$ cat config.mk
export PLATFORM = sky130hd
export DESIGN_NAME = seven_seg_serial_tx
export DESIGN_NICKNAME = d
export VERILOG_FILES = /design/src/rtl/seven_seg_serial_tx.sv
export SDC_FILE = /design/constraint.sdc
export NUM_CORES = 1
export LEC_CHECK = 0
export CAP_MARGIN = 25
export CORE_MARGIN = 4
export CORE_UTILIZATION = 54
export DETAILED_ROUTE_END_ITERATION = 16
export HOLD_SLACK_MARGIN = 0.05
export MAX_ROUTING_LAYER = met4
export PLACE_DENSITY = 0.69
export SLEW_MARGIN = 10
export SYNTH_ARGS = -nofsm -noshare
export SYNTH_HDL_FRONTEND = slang
export SYNTH_SLANG_ARGS = --single-unit
$ cat constraint.sdc
create_clock -name clk -period 7 [get_ports clk]
set_clock_uncertainty 0.2 [all_clocks]
set_input_delay 1.05 -clock clk [delete_from_list [all_inputs] [get_ports clk]]
set_output_delay 1.05 -clock clk [all_outputs]
set_load 0.05 [all_outputs]
$ cat src/rtl/seven_seg_serial_tx.sv
// seven_seg_serial_tx
// Decodes a 32-bit display word into eight active-low seven-segment bytes.
// Shifts the 64-bit frame MSB-first into an external shift-register chain,
// then pulses the latch strobe. A frame is only sent when the displayed
// content (number, points, blanks) differs from the last completed frame.

module seven_seg_serial_tx #(
    parameter int CLK_DIV = 2
) (
    input  logic        clk,
    input  logic        rst,
    input  logic [31:0] disp_num,
    input  logic [7:0]  point,
    input  logic [7:0]  le,
    output logic        seg_clk,
    output logic        seg_sout,
    output logic        seg_pen,
    output logic        seg_clrn,
    output logic        busy
);

    // One divider count spans a whole bit: low half, then high half.
    localparam int DIVW = (CLK_DIV > 1) ? $clog2(2 * CLK_DIV) : 1;
    localparam logic [DIVW-1:0] HALF_LAST = DIVW'(CLK_DIV - 1);
    localparam logic [DIVW-1:0] FULL_LAST = DIVW'(2 * CLK_DIV - 1);

    typedef enum logic [1:0] {
        IDLE,
        SHIFT,
        LATCH
    } state_t;

    state_t          state_q;
    logic [63:0]     shift_q;
    logic [6:0]      cnt_q;
    logic [DIVW-1:0] div_q;
    logic [47:0]     last_q;
    logic [47:0]     pending_q;
    logic            valid_q;
    logic            seg_clk_q;
    logic            seg_pen_q;
    logic            seg_clrn_q;
    logic            busy_q;

    logic [63:0]     frame_d;
    logic [47:0]     snap_d;

    // Hex digit to segments g..a, active-low, decimal point excluded.
    function automatic logic [6:0] hexSeg(input logic [3:0] nib);
        logic [6:0] seg;
        case (nib)
            4'h0:    seg = 7'h40;
            4'h1:    seg = 7'h79;
            4'h2:    seg = 7'h24;
            4'h3:    seg = 7'h30;
            4'h4:    seg = 7'h19;
            4'h5:    seg = 7'h12;
            4'h6:    seg = 7'h02;
            4'h7:    seg = 7'h78;
            4'h8:    seg = 7'h00;
            4'h9:    seg = 7'h10;
            4'hA:    seg = 7'h08;
            4'hB:    seg = 7'h03;
            4'hC:    seg = 7'h46;
            4'hD:    seg = 7'h21;
            4'hE:    seg = 7'h06;
            default: seg = 7'h0E;
        endcase
        return seg;
    endfunction

    // Build the full segment frame from the live inputs; blanked digits are all-off.
    always_comb begin
        frame_d = '0;
        for (int i = 0; i < 8; i++) begin
            if (le[i]) begin
                frame_d[8*i +: 8] = 8'hFF;
            end else begin
                frame_d[8*i +: 8] = {~point[i], hexSeg(disp_num[4*i +: 4])};
            end
        end
    end

    assign snap_d = {disp_num, point, le};

    // Transmit FSM: waits for changed content, shifts 64 bits, then latches.
    always_ff @(posedge clk or posedge rst) begin
        if (rst) begin
            state_q    <= IDLE;
            shift_q    <= '0;
            cnt_q      <= '0;
            div_q      <= '0;
            last_q     <= '0;
            pending_q  <= '0;
            valid_q    <= 1'b0;
            seg_clk_q  <= 1'b0;
            seg_pen_q  <= 1'b0;
            seg_clrn_q <= 1'b0;
            busy_q     <= 1'b0;
        end else begin
            seg_clrn_q <= 1'b1;
            case (state_q)
                IDLE: begin
                    if (!valid_q || (snap_d != last_q)) begin
                        state_q   <= SHIFT;
                        shift_q   <= frame_d;
                        pending_q <= snap_d;
                        cnt_q     <= '0;
                        div_q     <= '0;
                        seg_clk_q <= 1'b0;
                        busy_q    <= 1'b1;
                    end
                end
                SHIFT: begin
                    if (div_q == FULL_LAST) begin
                        div_q     <= '0;
                        seg_clk_q <= 1'b0;
                        cnt_q     <= cnt_q + 7'd1;
                        if (cnt_q == 7'd63) begin
                            state_q   <= LATCH;
                            seg_pen_q <= 1'b1;
                        end else begin
                            shift_q <= {shift_q[62:0], 1'b0};
                        end
                    end else begin
                        div_q <= div_q + 1'b1;
                        if (div_q == HALF_LAST) begin
                            seg_clk_q <= 1'b1;
                        end
                    end
                end
                LATCH: begin
                    if (div_q == FULL_LAST) begin
                        div_q     <= '0;
                        seg_pen_q <= 1'b0;
                        busy_q    <= 1'b0;
                        last_q    <= pending_q;
                        valid_q   <= 1'b1;
                        state_q   <= IDLE;
                    end else begin
                        div_q <= div_q + 1'b1;
                    end
                end
                default: begin
                    state_q <= IDLE;
                end
            endcase
        end
    end

    assign seg_clk  = seg_clk_q;
    assign seg_sout = shift_q[63];
    assign seg_pen  = seg_pen_q;
    assign seg_clrn = seg_clrn_q;
    assign busy     = busy_q;

endmodule

==> results of run 1 <==
==> Yosys cell counts (7+ instances only) <==
cell         n  area [µm²]
dfrtp_1    176        4400
o21ai_0     92         460
mux2_2      87         980
inv_1       62         233
ha_1        54         676
nand2_1     53         199
xor2_1      47         412
mux2_4      41         616
nor2_1      34         128
clkbuf_1    31         116
mux2i_1     29         290
a2bb2oi_1   28         245
a21oi_1     26         130
nand3_1     26         130
nor3_1      17        85.1
buf_1       11        41.3
nor4_1      10        62.6
mux4_2       8         180
buf_2        7        35.0
nand2b_1     7        43.8
==> stage by stage <==
step / cells / cell area, µm² / hold WS, ns / util
finish: 1208 / 11500 / 0.296 / 0.616
global route: 1208 / 11500 / 0.316 / 0.616
CTS: 1207 / 11500 / 0.302 / 0.615
detailed placement: 1175 / 10800 / 0.283 / 0.580
global placement: 1175 / 10800 / 0.275 / 0.580
floorplan: 940 / 10300 / 0.257 / -
==> registers in the layout, indices dropped and copies added (netlist names) <==
| name | count |
|---|---|
| busy | 1 |
| cnt_q | 7 |
| div_q | 2 |
| last_q | 48 |
| pending_q | 48 |
| seg_clk | 1 |
| seg_clrn | 1 |
| seg_pen | 1 |
| shift_q | 64 |
| state_q | 2 |
| valid_q | 1 |
==> power groups by stage <==
stage,Sequential (µW),Clock (µW),Combinational [µW]
after global routing,1020,1120,199
after CTS,1020,1070,177
after global placement,1040,0,175
after floorplan,1040,0,105
final,1020,1050,177
after detailed placement,1040,0,176
==> worst max-delay path, cell delays in order <==
cell             delay (ns)
clkdlybuf4s50_1        0.85
xor2_1                 0.19
nor4_1                 0.44
nand3_1                0.20
or4_1                  0.89
nand2_8                0.65
mux2_2                 0.40
==> worst min path at each step <==
stage	from	to	depth (start not counted)
after global placement	pending_q[3]	pending_q[3]	1
after detailed placement	valid_q	valid_q	1
final	pending_q[0]	pending_q[0]	1
after global routing	pending_q[46]	pending_q[46]	1
after CTS	pending_q[0]	pending_q[0]	1
after floorplan	valid_q	valid_q	1
==> logic make-up (layout without fill, tap and decap cells) <==
family,after synthesis,in the layout
fa+ha+maj,54,54
simple gates,177,177
flops,176,176
compound gates,192,192
other cells,1,1
mux,169,169
xor+xnor,49,49
buf+inv,122,156
==> final cells by class <==
| cell class | count | area (µm²) | share of cell area |
|---|---|---|---|
| Sequential cell | 176 | 4400 | 0.382 |
| Clock buffer | 19 | 443 | 0.0384 |
| Clock inverter | 13 | 209 | 0.0181 |
| Tap cell | 234 | 293 | 0.0254 |
| Multi-Input combinational cell | 642 | 5320 | 0.461 |
| Inverter | 62 | 238 | 0.0206 |
| Timing Repair Buffer | 62 | 621 | 0.0538 |
==> layer usage <==
metal,track usage,vias up
met1,0.284,3473
met5,-,-
li1,-,3363
met2,0.327,119
met3,0.0441,27
met4,0.0489,0
==> impl_metrics.env, run 1 <==
export IMPL_viasPerCell=5.78
export IMPL_intPower_uw=1730
export IMPL_ys_warn_count=0
export IMPL_wirelength_met1_mm=10.3
export IMPL_r2r_end="shift_q[55]"
export IMPL_numCtsBuffers=17
export IMPL_synth_compound_area_frac=0.117
export IMPL_ctsResizeCount=0
export IMPL_core_mm2=0.0187
export IMPL_hp_class="reg2reg"
export IMPL_synthAdderAreaFrac=0.0656
export IMPL_final_common_cell="dfrtp_1"
export IMPL_yosysSeqAreaShare=0.428
export IMPL_highest_layer="met4"
export IMPL_drc=0
export IMPL_rows=50
export IMPL_htreeDepth=4
export IMPL_post_synth_and_or_nand_nor_area_fraction=0.0855
export IMPL_synth_cells=940
export IMPL_die_y_um=146
export IMPL_wire_per_inst_um=17.4
export IMPL_cts_root_buf="clkbuf_16"
export IMPL_synth_flop_cell="dfrtp_1"
export IMPL_synth_top_family_by_area="multiplexers"
export IMPL_setup_viol=0
export IMPL_async_flop_share=1.00
export IMPL_critPathLaunch="disp_num[19]"
export IMPL_critPathKind="in2reg"
export IMPL_clk_pin_slew_ns=0.06
export IMPL_slew_headroom=0.434
export IMPL_post_place_ws_ns=2.00
export IMPL_place_hpwl_mm=13.8
export IMPL_routed_via_count=6982
export IMPL_nets=1065
export IMPL_finalSetupTns_ns=0
export IMPL_grt_max_degree=110
export IMPL_num_antenna_cells=0
export IMPL_muxShareOfSynthArea=0.205
export IMPL_cts_tree="yes"
export IMPL_postRouteAntennaNets=0
export IMPL_place_congestion=0.818
export IMPL_power_total_uw=2250
export IMPL_start_util=0.551
export IMPL_combPwrFrac=0.079
export IMPL_crit_end="shift_q[55]"
export IMPL_cts_buffer_depth=2
export IMPL_drtPass1Iterations=5
export IMPL_syn_area_mm2=0.0103
export IMPL_arrival_ns=4.70
export IMPL_p_sw_frac=0.229
export IMPL_worstSetupEndpointType="flip-flop"
export IMPL_fin_crit_sh=0.655
export IMPL_ir_drop_mv=0.164
export IMPL_worstPathMaxFanout=63
export IMPL_rsz0062_at_grt="false"
export IMPL_avgSynthCellArea_um2=11.0
export IMPL_pwr_share_clk=0.469
export IMPL_startpoint_type="input port"
export IMPL_power_density_mw_per_mm2=195
export IMPL_synth_seq_cells=176
export IMPL_area_growth_pct=11.9
export IMPL_syn_nets=1044
export IMPL_antenna_found_initial=0
export IMPL_p_leak_uw=0.00551
export IMPL_wirelength_mm=21.1
export IMPL_clock_sinks=176
export IMPL_switching_power_uw=514
export IMPL_die_area_mm2=0.0213
export IMPL_synth_edff_count=0
export IMPL_setup_ws_ns=2.42
export IMPL_cap_violations=0
export IMPL_hold_viol=0
export IMPL_yosysUniqueCellTypes=51
export IMPL_run_status="finished, final reports clean"
export IMPL_overflow=0
export IMPL_finalCriticalPeriod_ns=4.58
export IMPL_fill_cells=1522
export IMPL_reg2reg_slack_ns=3.52
export IMPL_ctsHoldBuffers=0
export IMPL_grt_usage=0.209
export IMPL_worstReg2RegStart="last_q[22]"
export IMPL_power_share_sequential=0.453
export IMPL_worst_pin_slew_ns=0.849
export IMPL_max_freq_mhz=218
export IMPL_met2_wirelength_mm=9.73
export IMPL_wl_met3_um=740
export IMPL_first_global_vias=6965
export IMPL_drv_slew=0
export IMPL_portBuffers=54
export IMPL_r2r_cells=6
export IMPL_final_cell_mix="dfrtp_1, o21ai_0, mux2_2"
export IMPL_post_cts_setup_buffer_count=0
export IMPL_io_pins=55
export IMPL_initialDrtViolationCount=412
export IMPL_layout_drive_gt1_share=0.189
export IMPL_worst_skew_pair_late_latency_ns=0.43
export IMPL_grt_pass1_wl_mm=35.4
export IMPL_synth_xor_area_frac=0.0417
export IMPL_crit_required_ns=7.12
export IMPL_die_width_um=146
Power figures use the tool's default switching activity.
==> inputs of run 2 (changes only) <==
clock period = 4.5 ns   (was 7 ns; I/O delays follow)
==> run 2 against run 1 <==
Compared with the run above:
- final area increased by 1.4%
- power increased by 48%
- sequential power increased by 55%
- die area unchanged
- via count increased by 1.7%
- global-route usage increased by 1.3 points
- combinational power increased by 66%
- critical path type unchanged
- critical endpoint is now shift_q[16]
==> impl_metrics.env, run 2 (synthesis results as in run 1) <==
export IMPL_drc=0
export IMPL_place_hpwl_mm=15.3
export IMPL_worstReg2RegStart="last_q[47]"
export IMPL_use_met2=0.342
export IMPL_fill_cells=1498
export IMPL_drtPass1Iterations=5
export IMPL_globalRouteMet3Util=0.0397
export IMPL_grt_max_degree=58
export IMPL_clock_sinks=176
export IMPL_fin_crit_sh=0.788
export IMPL_post_cts_setup_buffer_count=0
export IMPL_die_width_um=146
export IMPL_final_cell_mix="dfrtp_1, o21ai_0, mux2_2"
export IMPL_startpoint_type="input port"
export IMPL_wire_per_inst_um=18.0
export IMPL_postRouteAntennaNets=0
export IMPL_setup_viol=0
export IMPL_initialDrtViolationCount=318
export IMPL_worstPathMaxFanout=22
export IMPL_core_mm2=0.0187
export IMPL_io_pins=55
export IMPL_p_leak_uw=0.00561
export IMPL_crit_chain="clkdlybuf4s50_1 -> xor2_1 -> nor4_1 -> nand4_1 -> or4_1 -> nand2_8 -> buf_12 -> mux2_4"
export IMPL_largest_reg_flops=64
export IMPL_arrival_ns=3.65
export IMPL_critPathLaunch="disp_num[1]"
export IMPL_ff_latch_area_mm2=0.00440
export IMPL_clk_pin_slew_ns=0.06
export IMPL_top_register="shift_q"
export IMPL_hp_class="reg2reg"
export IMPL_crit_end="shift_q[16]"
export IMPL_largest_registers="shift_q x64, last_q x48, pending_q x48"
export IMPL_routed_via_count=7098
export IMPL_numCtsBuffers=17
export IMPL_overflow=0
export IMPL_power_density_mw_per_mm2=284
export IMPL_worst_skew_pair_late_latency_ns=0.42
export IMPL_hold_viol=0
export IMPL_grt_usage=0.222
export IMPL_area_growth_pct=13.5
export IMPL_setup_ws_ns=0.954
export IMPL_first_global_vias=7110
export IMPL_hold_path_depth=1
export IMPL_ctsResizeCount=0
export IMPL_portBuffers=54
export IMPL_post_place_ws_ns=0.534
export IMPL_layout_drive_gt1_share=0.205
export IMPL_r2r_cells=7
export IMPL_reg2reg_slack_ns=1.36
export IMPL_hp_start="pending_q[47]"
export IMPL_place_congestion=0.885
export IMPL_cap_violations=0
export IMPL_worstSetupEndpointType="flip-flop"
export IMPL_slowest_delay_ns=0.64
export IMPL_slew_headroom=0.421
export IMPL_critPathKind="in2reg"
export IMPL_r2r_end="shift_q[16]"
export IMPL_multiInputGateArea_mm2=0.00532
export IMPL_grt_busiest_layer="met2"
export IMPL_met1_usage=0.306
export IMPL_worst_pin_slew_ns=0.867
export IMPL_viasPerCell=5.76
export IMPL_drv_slew=0
export IMPL_ctsHoldBuffers=0
export IMPL_final_common_cell="dfrtp_1"
export IMPL_cp_slowest_cell="or4_1"
export IMPL_die_y_um=146
export IMPL_cp_top_family="simple AND/OR/NAND/NOR gates"
export IMPL_cts_buffer_depth=2
export IMPL_start_util=0.551
export IMPL_run_status="finished, final reports clean"
export IMPL_cts_tree="yes"
export IMPL_max_freq_mhz=282
export IMPL_power_total_uw=3320
export IMPL_antenna_found_initial=1
export IMPL_die_area_mm2=0.0213
export IMPL_finalCriticalPeriod_ns=3.55
export IMPL_finalSetupTns_ns=0
export IMPL_htreeDepth=4
export IMPL_critPathBufInv=2
export IMPL_cts_root_buf="clkbuf_16"
export IMPL_nets=1091
export IMPL_crit_required_ns=4.60
export IMPL_ir_drop_mv=0.261
export IMPL_rows=50
export IMPL_grt_pass1_wl_mm=37.3
export IMPL_wirelength_mm=22.2
export IMPL_rsz0062_at_grt="false"
export IMPL_cp_depth=8
==> run 2: stage by stage <==
stage	instances	utilization	hold slack [ns]	area, µm²
floorplan	940	-	0.257	10300
global route	1233	0.625	0.310	11700
detailed placement	1201	0.594	0.278	11100
global placement	1201	0.594	0.272	11100
finish	1233	0.625	0.294	11700
CTS	1231	0.624	0.295	11700
==> run 2: per-layer routing <==
metal	share of wire	up-vias
met5	0	-
met4	0.020	0
met3	0.033	31
met2	0.47	119
met1	0.48	3541
li1	-	3407
==> run 2: worst min-delay path by stage <==
stage | end | slack, ns
floorplan | valid_q | 0.26
detailed placement | valid_q | 0.28
finish | last_q[47] | 0.29
global route | last_q[39] | 0.31
CTS | pending_q[2] | 0.30
global placement | pending_q[3] | 0.27
==> run 2: where the power goes <==
part / switching [µW] / internal [µW] / total [µW]
Clock: 593 / 854 / 1450
Sequential: 0.0859 / 1580 / 1580
Combinational: 170 / 123 / 293
Total: 762 / 2560 / 3320
==> run 2: area by class of cell <==
| class | instances | area share |
|---|---|---|
| clock inverters | 6 | 0.00706 |
| well taps | 234 | 0.0250 |
| clock buffers | 24 | 0.0412 |
| repair buffers | 88 | 0.0745 |
| diodes | 1 | 0.000214 |
| multi-input cells | 642 | 0.455 |
| flip-flops and latches | 176 | 0.377 |
| inverters | 62 | 0.0202 |
==> inputs of run 3 (changes only) <==
PLACE_DENSITY = 0.72   (was 0.69)
clock period = 3.1 ns   (was 4.5 ns; I/O delays follow)
==> run 3 against run 2 <==
Compared with the run above:
- non-clock buffer count is 49 higher
- first-iteration DRC count is 34% higher
- critical path depth is 1 higher
- setup slack worse by 0.89 ns
- clock power is 46% higher
- final area is 3.9% higher
- final cell count is 4.1% higher
==> impl_metrics.env, run 3 (synthesis results as in run 1) <==
export IMPL_top_register="shift_q"
export IMPL_worstSetupEndpointType="flip-flop"
export IMPL_p_leak_uw=0.00588
export IMPL_finalSetupTns_ns=0
export IMPL_placedInstanceArea_mm2=0.0115
export IMPL_hp_class="in2async"
export IMPL_hold_viol=0
export IMPL_place_congestion=0.845
export IMPL_clk_pin_slew_ns=0.07
export IMPL_slowest_delay_ns=0.59
export IMPL_num_antenna_cells=0
export IMPL_io_pins=55
export IMPL_rsz0062_at_grt="false"
export IMPL_met2_wirelength_mm=11.0
export IMPL_drc=0
export IMPL_htreeDepth=4
export IMPL_cts_tree="yes"
export IMPL_arrival_ns=3.15
export IMPL_worst_skew_pair_late_latency_ns=0.43
export IMPL_final_common_cell="dfrtp_1"
export IMPL_final_cell_mix="dfrtp_1, o21ai_0, mux2_2"
export IMPL_start_util=0.551
export IMPL_wirelength_met1_mm=11.0
export IMPL_numCtsBuffers=17
export IMPL_power_density_mw_per_mm2=401
export IMPL_clock_sinks=176
export IMPL_setup_viol=0
export IMPL_ir_drop_mv=0.415
export IMPL_cpMostUsedCell="buf_4"
export IMPL_first_global_vias=7319
export IMPL_antenna_found_initial=0
export IMPL_area_growth_pct=17.9
export IMPL_wire_per_inst_um=18.0
export IMPL_layout_drive_gt1_share=0.252
export IMPL_drtPass1Iterations=5
export IMPL_routed_via_count=7367
export IMPL_cp_slowest_cell="or4_1"
export IMPL_post_cts_setup_buffer_count=0
export IMPL_overflow=0
export IMPL_crit_chain="clkdlybuf4s50_1 -> xor2_1 -> nor4_2 -> nand4_1 -> buf_4 -> or4_1 -> nand2_8 -> buf_4 -> mux2_2"
export IMPL_wirelength_mm=23.1
export IMPL_die_y_um=146
export IMPL_grt_pass1_wl_mm=38.6
export IMPL_worstPathMaxFanout=6
export IMPL_cts_root_buf="clkbuf_16"
export IMPL_fin_crit_sh=0.978
export IMPL_portBuffers=54
export IMPL_postRouteAntennaNets=0
export IMPL_grt_max_degree=52
export IMPL_viasPerCell=5.74
export IMPL_die_area_mm2=0.0213
export IMPL_crit_required_ns=3.21
export IMPL_startpoint_type="input port"
export IMPL_nets=1140
export IMPL_wl_met3_um=837
export IMPL_drv_slew=0
export IMPL_max_freq_mhz=330
export IMPL_worst_pin_slew_ns=0.749
export IMPL_core_mm2=0.0187
export IMPL_ctsHoldBuffers=0
export IMPL_initialDrtViolationCount=426
export IMPL_largest_registers="shift_q x64, last_q x48, pending_q x48"
export IMPL_die_width_um=146
export IMPL_dp_cells=1251
export IMPL_rows=50
export IMPL_fin_area_mm2=0.0121
export IMPL_critPathKind="in2reg"
export IMPL_finalCriticalPeriod_ns=3.03
export IMPL_place_hpwl_mm=16.6
export IMPL_cap_violations=0
export IMPL_cts_buffer_depth=2
export IMPL_run_status="finished, final reports clean"
export IMPL_highest_layer="met4"
export IMPL_stdcell_count=1283
export IMPL_largest_reg_flops=64
export IMPL_grt_usage=0.229
export IMPL_slew_headroom=0.501
==> run 3: path summary, 6_finish.rpt <==
check	end	start	slack (ns)	depth (start not counted)
worst min-delay path	pending_q[4]	rst	0.30	2
max in group asynchronous	last_q[41]	rst	1.73	3
worst max-delay path	shift_q[56]	point[6]	0.07	9
min in group clk	pending_q[2]	pending_q[2]	0.30	1
worst max register to register	shift_q[56]	last_q[15]	0.22	9
worst min register to register	pending_q[2]	pending_q[2]	0.30	1
==> run 3: timing repair <==
item / 4_1_cts / 5_1_grt
pin swaps: 0 / 0
gates resized for setup: 1 / 3
endpoints found under the setup margin: 42 / 53
gates cloned: 0 / 0
==> run 3: power by group <==
| group | total, µW | leakage [µW] | internal (µW) | switching (µW) |
|---|---|---|---|---|
| Combinational | 468 | 0.00326 | 207 | 261 |
| Clock | 2110 | 0.000284 | 1130 | 977 |
| Sequential | 2300 | 0.00234 | 2300 | 0.215 |
==> run 3: layout make-up <==
cell class	count	area (µm²)
clock inverter	15	154
sequential	176	4400
timing repair buffer	137	1290
tap	234	293
fill	1419	6560
inverter	62	236
multi-input combinational	642	5340
clock buffer	17	425
==> run 3: routing by layer <==
layer	vias to the layer above	GRT usage
met5	-	-
met4	0	0.0470
met3	19	0.0341
met2	163	0.361
met1	3667	0.320
li1	3518	-
==> run 3: stage by stage <==
step	utilization	setup WS (ns)	hold WS [ns]	total power (µW)
4_1_cts	0.648	0.0137	0.299	4910
6_report	0.649	0.0673	0.296	4870
3_3_place_gp	0.617	-0.566	0.270	2800
2_1_floorplan	-	0.182	0.257	2580
5_1_grt	0.649	0.0306	0.308	5060
3_5_place_dp	0.617	-0.503	0.283	2810
==> run 3: worst max-delay path: cells and delay by family <==
kind / cells / cell delay [ns]
buffers and inverters: 3 / 0.81
multiplexers: 1 / 0.34
XOR/XNOR: 1 / 0.23
AND/OR/NAND/NOR: 4 / 1.30
